==> src/rtl/fp_issue_scheduler.sv <==
// FP issue scheduler: tracks in-flight FP ops by destination and completion time,
// stalls on RAW/WAW/writeback-port hazards, and drives forwarding selects and the wb stream.
module fp_issue_scheduler #(
    parameter int unsigned ADD_LAT = 5,
    parameter int unsigned MUL_LAT = 5,
    parameter int unsigned DIV_LAT = 5,
    parameter int unsigned MAX_LAT = 8
) (
    input  logic       clk,
    input  logic       rst,
    input  logic       issue_valid,
    input  logic [6:0] op_code,
    input  logic [6:0] func7,
    input  logic [4:0] rd,
    input  logic [4:0] rs1,
    input  logic [4:0] rs2,
    input  logic       rs1_used,
    input  logic       rs2_used,
    input  logic       wb_en,
    output logic       issue_ready,
    output logic [1:0] unit_sel,
    output logic       sub,
    output logic [1:0] fwd_a_sel,
    output logic [1:0] fwd_b_sel,
    output logic       wb_valid,
    output logic [4:0] wb_rd,
    output logic [3:0] inflight_cnt,
    output logic       illegal_op
);

    localparam int unsigned RW = 5;
    localparam int unsigned CW = 4;
    localparam int unsigned LW = $clog2(MAX_LAT + 1);

    localparam logic [6:0] OP_FP  = 7'b1010011;
    localparam logic [6:0] F7_ADD = 7'b0000000;
    localparam logic [6:0] F7_SUB = 7'b0000100;
    localparam logic [6:0] F7_MUL = 7'b0001000;
    localparam logic [6:0] F7_DIV = 7'b0001100;

    localparam logic [LW-1:0] ADD_L = LW'(ADD_LAT);
    localparam logic [LW-1:0] MUL_L = LW'(MUL_LAT);
    localparam logic [LW-1:0] DIV_L = LW'(DIV_LAT);

    typedef struct packed {
        logic          valid;
        logic [RW-1:0] rd;
    } entry_t;

    // slot[k] holds the op whose result reaches the unit output in k cycles
    entry_t        slot_q [MAX_LAT+1];
    entry_t        slot_d [MAX_LAT+1];
    entry_t        mem_slot_q;
    logic [CW-1:0] cnt_q;
    logic [CW-1:0] cnt_d;

    logic          is_opfp;
    logic          legal;
    logic          new_entry;
    logic          fire;
    logic [1:0]    unit_c;
    logic          sub_c;
    logic [LW-1:0] lat;
    logic          raw_a;
    logic          raw_b;
    logic          waw;
    logic          struct_stall;

    // Opcode/func7 decode
    always_comb begin
        is_opfp = (op_code == OP_FP);
        legal   = 1'b1;
        unit_c  = 2'b00;
        sub_c   = 1'b0;
        lat     = ADD_L;
        case (func7)
            F7_ADD: ;
            F7_SUB: sub_c = 1'b1;
            F7_MUL: begin
                unit_c = 2'b01;
                lat    = MUL_L;
            end
            F7_DIV: begin
                unit_c = 2'b10;
                lat    = DIV_L;
            end
            default: legal = 1'b0;
        endcase
        new_entry = is_opfp && legal && wb_en;
    end

    // Hazard detection and forwarding selects
    always_comb begin
        raw_a = 1'b0;
        raw_b = 1'b0;
        waw   = 1'b0;
        for (int unsigned k = 1; k <= MAX_LAT; k++) begin
            if (slot_q[k].valid) begin
                if (slot_q[k].rd == rs1) raw_a = 1'b1;
                if (slot_q[k].rd == rs2) raw_b = 1'b1;
                if (slot_q[k].rd == rd)  waw   = 1'b1;
            end
        end
        raw_a        = raw_a && rs1_used;
        raw_b        = raw_b && rs2_used;
        struct_stall = slot_q[lat].valid;

        fwd_a_sel = 2'b00;
        if (rs1_used && !raw_a) begin
            if (slot_q[0].valid && slot_q[0].rd == rs1)          fwd_a_sel = 2'b01;
            else if (mem_slot_q.valid && mem_slot_q.rd == rs1)   fwd_a_sel = 2'b10;
        end
        fwd_b_sel = 2'b00;
        if (rs2_used && !raw_b) begin
            if (slot_q[0].valid && slot_q[0].rd == rs2)          fwd_b_sel = 2'b01;
            else if (mem_slot_q.valid && mem_slot_q.rd == rs2)   fwd_b_sel = 2'b10;
        end

        // Illegal OP-FP ops are consumed unconditionally so the trap can be raised
        if (is_opfp && !legal) begin
            issue_ready = 1'b1;
        end else begin
            issue_ready = !(raw_a || raw_b || (new_entry && (waw || struct_stall)));
        end
        fire       = issue_valid && issue_ready;
        unit_sel   = (fire && is_opfp) ? unit_c : 2'b00;
        sub        = fire && is_opfp && legal && sub_c;
        illegal_op = fire && is_opfp && !legal;
    end

    // Next table contents: shift toward slot 0, insert the issuing op
    always_comb begin
        for (int unsigned k = 0; k < MAX_LAT; k++) begin
            slot_d[k] = slot_q[k+1];
        end
        slot_d[MAX_LAT] = '0;
        if (fire && new_entry) begin
            slot_d[lat - LW'(1)] = '{valid: 1'b1, rd: rd};
        end
        cnt_d = '0;
        for (int unsigned k = 0; k <= MAX_LAT; k++) begin
            cnt_d = cnt_d + CW'(slot_d[k].valid);
        end
    end

    always_ff @(posedge clk or posedge rst) begin
        if (rst) begin
            for (int unsigned k = 0; k <= MAX_LAT; k++) begin
                slot_q[k] <= '0;
            end
            mem_slot_q <= '0;
            cnt_q      <= '0;
        end else begin
            for (int unsigned k = 0; k <= MAX_LAT; k++) begin
                slot_q[k] <= slot_d[k];
            end
            mem_slot_q <= slot_q[0];
            cnt_q      <= cnt_d;
        end
    end

    assign wb_valid     = slot_q[0].valid;
    assign wb_rd        = slot_q[0].rd;
    assign inflight_cnt = cnt_q;

endmodule

==> config.mk <==
export PLATFORM = sky130hd
export DESIGN_NAME = fp_issue_scheduler
export DESIGN_NICKNAME = d
export VERILOG_FILES = /design/src/rtl/fp_issue_scheduler.sv
export SDC_FILE = /design/constraint.sdc
export NUM_CORES = 1
export LEC_CHECK = 0
export ABC_AREA = 1
export CAP_MARGIN = 20
export CORE_MARGIN = 2
export CORE_UTILIZATION = 25
export DETAILED_ROUTE_END_ITERATION = 12
export GPL_TIMING_DRIVEN = 0
export PLACE_DENSITY_LB_ADDON = 0.3
export REMOVE_ABC_BUFFERS = 1
export SETUP_SLACK_MARGIN = 0.5
export SKIP_LAST_GASP = 1
export SLEW_MARGIN = 0
export SYNTH_ARGS = -nofsm -noshare
export SYNTH_HDL_FRONTEND = slang
export SYNTH_SLANG_ARGS = --single-unit
export TNS_END_PERCENT = 20
==> constraint.sdc <==
create_clock -name clk -period 1.8 [get_ports clk]
set_clock_uncertainty 0.05 [all_clocks]
set_input_delay 0.27 -clock clk [delete_from_list [all_inputs] [get_ports clk]]
set_output_delay 0.27 -clock clk [all_outputs]
set_load 0.05 [all_outputs]
### Word-level counts from Yosys, hierarchy flattened

Cells that the tools add are included.

* add/sub/neg operators: 8
* equal/unequal tests: 32
* mux-type cells: 60
* reduce and logical (&&, ||, !) cells: 27

Operator list (count)
* $eq A5 B5 Y1: 28
* $mux W1: 51
* $mux W30: 1
* $add A4 B1 Y4: 5
* $logic_and A1 B1 Y1: 18
* $eq A7 B4 Y1 const B: 2
* $mux W2: 7
* $eq A7 B3 Y1 const B: 1
* $eq A7 B7 Y1 const B: 1
* $logic_not A7 Y1: 1
* $add A3 B1 Y4: 1
* $logic_not A1 Y1: 4
* $pmux W2 S2: 1
* $reduce_or A4 Y1: 1
* $add A2 B1 Y3: 1
* $logic_or A1 B1 Y1: 3
* $add A1 B1 Y2: 1

* register bits: 64
* output and inout bits: 19
* word-level logic and storage cells: 148

### Logic depth before layout (Yosys ltp)

Gate-level depths: netlist of run 1.

* word-level depth: 30
* depth in mapped cells: 14
* depth with buffers taken out: 13

### Worst setup path before layout of run 1

Ideal clock, no wire load.

* path kind: input to output
* start point: in rs2[4]
* end point: out illegal_op
* data arrival time: 1953 ps
* required time: 1480 ps
* slack: -473 ps
* stages: 12
* path buffers: 1
* cell sequence: buf_2 > inv_2 > nand2_1 > o21ai_0 > nor2_1 > nand3_1 > nand2_1 > o21ai_1 > nand3_2 > nand2_4 > nand3_2 > nor2_1

* cells in the longest elaborated chain, start to end: 25

RTL lines
* start, declared: RTL line 16 `input logic [4:0] rs2,`
* $eq A5 B5 Y1: RTL line 100 `if (slot_q[k].rd == rs2) raw_b = 1'b1;`
* $mux W1: RTL line 100
* $mux W1: RTL line 98 `if (slot_q[k].valid) begin`
* $mux W1: RTL line 100
* $mux W1: RTL line 98
* $mux W1: RTL line 100
* $mux W1: RTL line 98
* $mux W1: RTL line 100
* [... 8 more ...]
* $mux W1 *: RTL line 98
* $logic_and A1 B1 Y1 *: RTL line 105 `raw_b = raw_b && rs2_used;`
* $logic_or A1 B1 Y1 * (2 in a row): RTL line 123 `issue_ready = !(raw_a || raw_b || (new_entry && (waw || struct_stall)));`
* $logic_not A1 Y1 *: RTL line 123
* $mux W1 *: RTL line 120 `if (is_opfp && !legal) begin`
* named net issue_ready: RTL line 20 `output logic issue_ready,`
* $logic_and A1 B1 Y1 *: RTL line 125 `fire = issue_valid && issue_ready;`
* $logic_and A1 B1 Y1 * (2 in a row): RTL line 128 `illegal_op = fire && is_opfp && !legal;`
* end, declared: RTL line 28 `output logic illegal_op`

Mark *: on every way through the listed nets, which the timed path passes. The rest lies on a longest branch.

### Worst setup path in the final report of run 1

* start point: reg slot_q[45] in the netlist's numbering
* end point: out sub

* cells in the longest elaborated chain, start to end: 26

RTL lines
* start, declared: RTL line 51 `entry_t slot_q [MAX_LAT+1];`
* start signal, assigned by index: RTL line 155 `slot_q[k] <= slot_d[k];`
* $eq A5 B5 Y1, on equally long branches: RTL line 99, 100, 101
* $mux W1, on equally long branches: RTL line 99, 100, 101
* $mux W1: RTL line 98
* $mux W1, on equally long branches: RTL line 99, 100, 101
* $mux W1: RTL line 98
* $mux W1, on equally long branches: RTL line 99, 100, 101
* $mux W1: RTL line 98
* $mux W1, on equally long branches: RTL line 99, 100, 101
* [... 8 more ...]
* $mux W1: RTL line 98
* $logic_and A1 B1 Y1 (tied with other cells): RTL line 104 `raw_a = raw_a && rs1_used;`
* $logic_or A1 B1 Y1 or $logic_and A1 B1 Y1 (tied branches): RTL line 123
* $logic_or A1 B1 Y1 *: RTL line 123
* $logic_not A1 Y1 *: RTL line 123
* $mux W1 *: RTL line 120
* $logic_and A1 B1 Y1 *: RTL line 125
* $logic_and A1 B1 Y1 * (3 in a row): RTL line 127 `sub = fire && is_opfp && legal && sub_c;`
* end, declared: RTL line 22 `output logic sub,`

Mark *: on every way between the ends. The rest lies on a longest branch, timed or not.

==> impl_metrics.ini, run 1 <==
[status]
status = finished with violations
failed_checks = setup timing

[critical_path]
crit_type = register to primary output
r2r-start = slot_q[45]
crit_arrival_ps = 1980
end_kind = primary output
r2r_cells = 13
start_kind = register
required_ps = 1480
reg2reg_to = inflight_cnt[1]
critical_path_peak_fanout = 5
rrSetupSlack_ps = -410

[floorplan]
core-area_mm2 = 0.009774
die_y_um = 104.4
ios = 54
die_area_mm2 = 0.01091
rows = 36
start_util = 0.2581
die-width_um = 104.4

[layout]
fin_nets = 478
final_layout_size_suffix_gt1_frac = 0.1814
n_antenna_cell = 0
fill_cells = 1059
final_cells = 574
syn2layout_area_growth_pct = 34.72

[detailed_routing]
drtAntennaViolNets = 0
drt_iter0_markers = 196
viasPerCell = 4.420
dr.pass1.iters = 4
vias = 2537
routedWlPerCell_um = 12.42
drc_errors = 0
wl_um = 7129

[timing]
min_period_ps = 2295
rsz0062_at_grt = yes
setup_violations = 18
fin_crit_sh = 1.275
maxSlewViolCount = 0
tns_ps = -4989
fmax_mhz = 435.7
relSlewSlack = 0.4562
worst_slack_ps = -495.1
worst_pin_slew_ps = 814.4
holdWs_ps = 399.4
hold_viol = 0

[synth]
ys_seq_area_frac = 0.3869
synth_edf_count = 0
synth_top_cell_by_area = dfrtp_1
synth_cell_type_count = 29
netlist_top_cells_area = dfrtp_1 (39%), nand2_1 (20%), nor2_1 (9.2%)
ys_dominant_reg_cell = dfrtp_1
syn_avg_cell_area_um2 = 6.673
synthArstFlopShare = 1.000
syn_area_mm2 = 0.002522
yosysWarnings = 0
synth_top_area_frac = 0.3869
ys_ff_latch = 39
synth_cells = 378

[clock_network]
ctsHtreeMaxLevel = 2
cts_sinks = 39
insertion_delay_ps = 290
numCtsBuffers = 5
cts-root-buf = clkbuf_8
clk_path_buf_depth = 2
cts_tree = yes
clk_pin_slew_ps = 80

[global_routing]
grt.total_usage = 0.1369
grt_overflow_total = 0
grt_max_degree = 40
antenna_found_initial = 0
grt_pass1_vias = 2472
grt_first_pass_wirelength_um = 11810

[pwr]
total_power_mw = 1.873
p_leak_nw = 1.682
p_clk_frac = 0.398
p_int_mw = 1.387
combPwrFrac = 0.135
vdd_ir_drop_max_v = 0.0004404
p_sw_uw = 485.1
sw_frac_of_total = 0.2591
power.density_mw_per_mm2 = 551.0
pwr-share-seq = 0.467

[place]
dp_cells = 558
place_ws_ps = -1371
gp_congestion = 0.8623
port_buffers = 52
hpwl_um = 5685

[min_path]
holdCritPathClass = input pin to asynchronous set/reset pin

[job]
maxCapViolCount = 0
==> critical path, cell delays in order, from the launching register on <==
cell	delay, ps
dfrtp_1	430
buf_4	140
nand2_1	40
o21ai_1	70
nor2_1	50
nand3_1	80
nand2_2	70
o21ai_2	170
nand3_2	110
nand2_4	100
nand3_4	120
nor2_2	130
buf_6	170
==> cells by family (layout without fill, tap and decap cells) <==
logic type,after synthesis,after routing,synth area share
DFF,39,39,0.3869
buffers and inverters,55,118,0.08631
xor gates and xnor gates,11,11,0.03819
and+or+nand+nor,233,233,0.3869
adders and majority gates,3,3,0.02083
other,1,1,0.001487
AOI/OAI and AO/OA,36,36,0.07936
==> metrics by stage <==
step	util	instance area, um2
6_report	0.3477	3398
3_5_place_dp	0.3253	3179
4_1_cts	0.3428	3351
5_1_grt	0.3477	3398
2_1_floorplan	-	2492
3_3_place_gp	0.3253	3179
==> flip-flops by register name (all words and copies together) (netlist names) <==
register / cells
wb_valid: 1
slot_q: 24
mem_slot_q: 6
wb_rd: 5
inflight_cnt: 3
==> power by group through the flow <==
stage	clock network (mW)	logic, mW	registers [mW]
after global placement	0	0.258	0.893
after floorplan	0	0.119	0.893
after global routing	0.817	0.283	0.875
after detailed placement	0	0.262	0.893
after CTS	0.768	0.255	0.875
final	0.745	0.253	0.875
==> cell usage after synthesis, drive strengths merged, types with 3 or more instances <==
| cell | instances |
|---|---|
| a21oi | 5 |
| buf | 5 |
| dfrtp | 39 |
| inv | 50 |
| nand2 | 138 |
| nand3 | 18 |
| nand4 | 3 |
| nor2 | 67 |
| nor3 | 3 |
| o21ai | 22 |
| o22ai | 7 |
| xor2 | 11 |
==> layout make-up <==
class / instances / area, um2 / share of cell area
Clock inverter: 3 / 43.79 / 0.01289
Timing Repair Buffer: 60 / 574.3 / 0.1690
Tap cell: 133 / 166.4 / 0.04897
Clock buffer: 5 / 68.82 / 0.02025
Multi-Input combinational cell: 284 / 1375 / 0.4046
Inverter: 50 / 190.2 / 0.05596
Sequential cell: 39 / 979.7 / 0.2883
==> repair_timing <==
action	CTS	global route
pin swaps	4	2
endpoints found under the setup margin	27	27
setup buffers	4	4
hold buffers	0	0
gates resized for setup	82	16
==> per-layer routing <==
metal,track usage,vias up,share of wire
li1,-,1293,-
met1,0.1717,1154,0.44
met2,0.2297,78,0.47
met3,0.03509,12,0.075
met4,0.04247,0,0.018
met5,0,-,0
==> cells in the final DEF (no fill, tap or decap), drive strengths merged, types with 5 or more instances in the layout <==
| master | n |
|---|---|
| nand2 | 138 |
| nor2 | 67 |
| inv | 50 |
| dfrtp | 39 |
| clkdlybuf4s50 | 28 |
| o21ai | 22 |
| nand3 | 18 |
| dlygate4sd2 | 15 |
| buf | 14 |
| xor2 | 11 |
| o22ai | 7 |
| a21oi | 5 |
| clkbuf | 5 |
==> how the worst max path moves through the flow <==
stage,startpoint,end
after floorplan,slot_q[37],illegal_op
after detailed placement,rs2[2],sub
after global routing,slot_q[45],illegal_op
final,slot_q[45],sub
after global placement,rs2[1],sub
after CTS,slot_q[42],unit_sel[0]
Note: power is estimated with default switching activity, not from simulation.
==> run 2, diff against run 1 <==
--- a/config.mk
+++ b/config.mk
@@ -13,7 +13,7 @@
 export GPL_TIMING_DRIVEN = 0
 export PLACE_DENSITY_LB_ADDON = 0.3
 export REMOVE_ABC_BUFFERS = 1
-export SETUP_SLACK_MARGIN = 0.5
+export SETUP_SLACK_MARGIN = 0.02
 export SKIP_LAST_GASP = 1
 export SLEW_MARGIN = 0
 export SYNTH_ARGS = -nofsm -noshare
==> run 2 against run 1 <==
  * The run still ends with setup timing left
  * Hold slack about the same
  * Maximum frequency about the same
  * Clock power is essentially flat
  * Utilization unchanged
  * Register-to-register slack about the same
  * Highest routed layer unchanged
  * Worst setup slack about the same
  * Largest power group unchanged
  * Final area unchanged
  * Critical path depth did not move
  * Total power about the same
  * Die area stayed put
  * Combinational power is essentially flat
==> impl_metrics.ini, run 2 (synthesized netlist as in run 1, its figures left out) <==
[timing]
tns_ps = -4984
worst_slack_ps = -494.7
min_period_ps = 2295
fmax_mhz = 435.8
maxSlewViolCount = 0
hold_viol = 0
rsz0062_at_grt = yes
worst_pin_slew_ps = 814.2
relSlewSlack = 0.4564
fin_crit_sh = 1.275
setup_violations = 18

[detailed_routing]
drtAntennaViolNets = 0
vias = 2538
drc_errors = 0
routedWlPerCell_um = 12.41
drt_iter0_markers = 199
wl_um = 7122
viasPerCell = 4.422
dr.pass1.iters = 4

[floorplan]
die_y_um = 104.4
rows = 36
ios = 54
core-area_mm2 = 0.009774
start_util = 0.2581
die_area_mm2 = 0.01091
die-width_um = 104.4

[global_routing]
antenna_found_initial = 0
grt_first_pass_wirelength_um = 11810
grt.total_usage = 0.1369
grt_pass1_vias = 2472
grt_max_degree = 40
grt_overflow_total = 0

[layout]
top_register = slot_q
final_common_cell = nand2_1
final_cells = 574
largest_register_ffs = 24
fin_nets = 478
layout_common_cells = nand2_1 (132), nor2_1 (56), dfrtp_1 (36)
n_antenna_cell = 0
syn2layout_area_growth_pct = 34.72
utilization = 0.3477
final_layout_size_suffix_gt1_frac = 0.1814

[place]
dp_cells = 558
hpwl_um = 5685
port_buffers = 52
gp_congestion = 0.8623

[clock_network]
cts_tree = yes
cts-root-buf = clkbuf_8
numCtsBuffers = 5
clk_pin_slew_ps = 80
insertion_delay_ps = 290
clk_path_buf_depth = 2
cts_sinks = 39
ctsHtreeMaxLevel = 2
cts_hold_buf = 0

[critical_path]
required_ps = 1480
critPathBufInv = 2
cp_slowest_cell = dfrtp_1
end_kind = primary output
path_cells = buf_4, nand2_1, o21ai_1, nor2_1, nand3_1, nand2_2, o21ai_2, nand3_2, nand2_4, nand3_4, nor2_2, buf_6
crit_arrival_ps = 1970
critical_path_peak_fanout = 5
max_stage_delay_ps = 430
crit_type = register to primary output
start_kind = register
cp_top_family = simple AND/OR/NAND/NOR gates

[pwr]
total_power_mw = 1.873
p_leak_nw = 1.682
vdd_ir_drop_max_v = 0.0004409
power.density_mw_per_mm2 = 551.1

[min_path]
holdCritPathClass = input pin to asynchronous set/reset pin

[job]
maxCapViolCount = 0

[status]
failed_checks = setup timing
status = finished with violations
[run 2: cell counts in the layout (fill, tap and decap cells not counted)]
Identical to the previous run, type by type.
[run 2: cell type report]
cell class	instances	area, um2
multi-input combinational	284	1375
clock inverter	3	43.79
timing repair buffer	60	574.3
tap	133	166.4
fill	1059	6376
inverter	50	190.2
sequential	39	979.7
clock buffer	5	68.82
[run 2: worst paths after layout]
path | startpoint | endpoint | slack, ps | depth (start not counted)
setup / recovery | slot_q[45] | sub | -490 | 12
hold / removal | rst | inflight_cnt[0] | 400 | 2
setup reg to reg | slot_q[45] | inflight_cnt[1] | -410 | 13
hold reg to reg | slot_q[39] | slot_q[45] | 400 | 0
max in group asynchronous | rst | slot_q[38] | 740 | 2
min in group clk | slot_q[39] | slot_q[45] | 400 | 0
[run 2: what timing repair did]
item,CTS,global route
gates resized for setup,82,16
pin swaps,4,2
buffers inserted,4,4
setup endpoints to repair,24,26
[run 2: power by group]
group | switching (mW) | leakage, nW | internal (mW)
registers | 0.0000632 | 0.540 | 0.875
clock network | 0.332 | 0.0581 | 0.413
logic | 0.153 | 1.08 | 0.0993
[run 2: stage by stage]
step	hold WS (ps)	cell area (um2)	setup slack, ps
after CTS	373.2	3351	-455.7
after floorplan	344.7	2492	-461.0
after global placement	362.5	3179	-1326
final	399.7	3398	-494.7
after detailed placement	362.6	3179	-1371
after global routing	424.6	3398	-639.5
[run 2: per-layer routing]
| layer | track usage | share of wire | vias up |
|---|---|---|---|
| met5 | 0 | 0 | - |
| met4 | 0.04247 | 0.018 | 0 |
| met3 | 0.03509 | 0.076 | 12 |
| met2 | 0.2297 | 0.47 | 78 |
| met1 | 0.1717 | 0.44 | 1156 |
| li1 | - | - | 1292 |
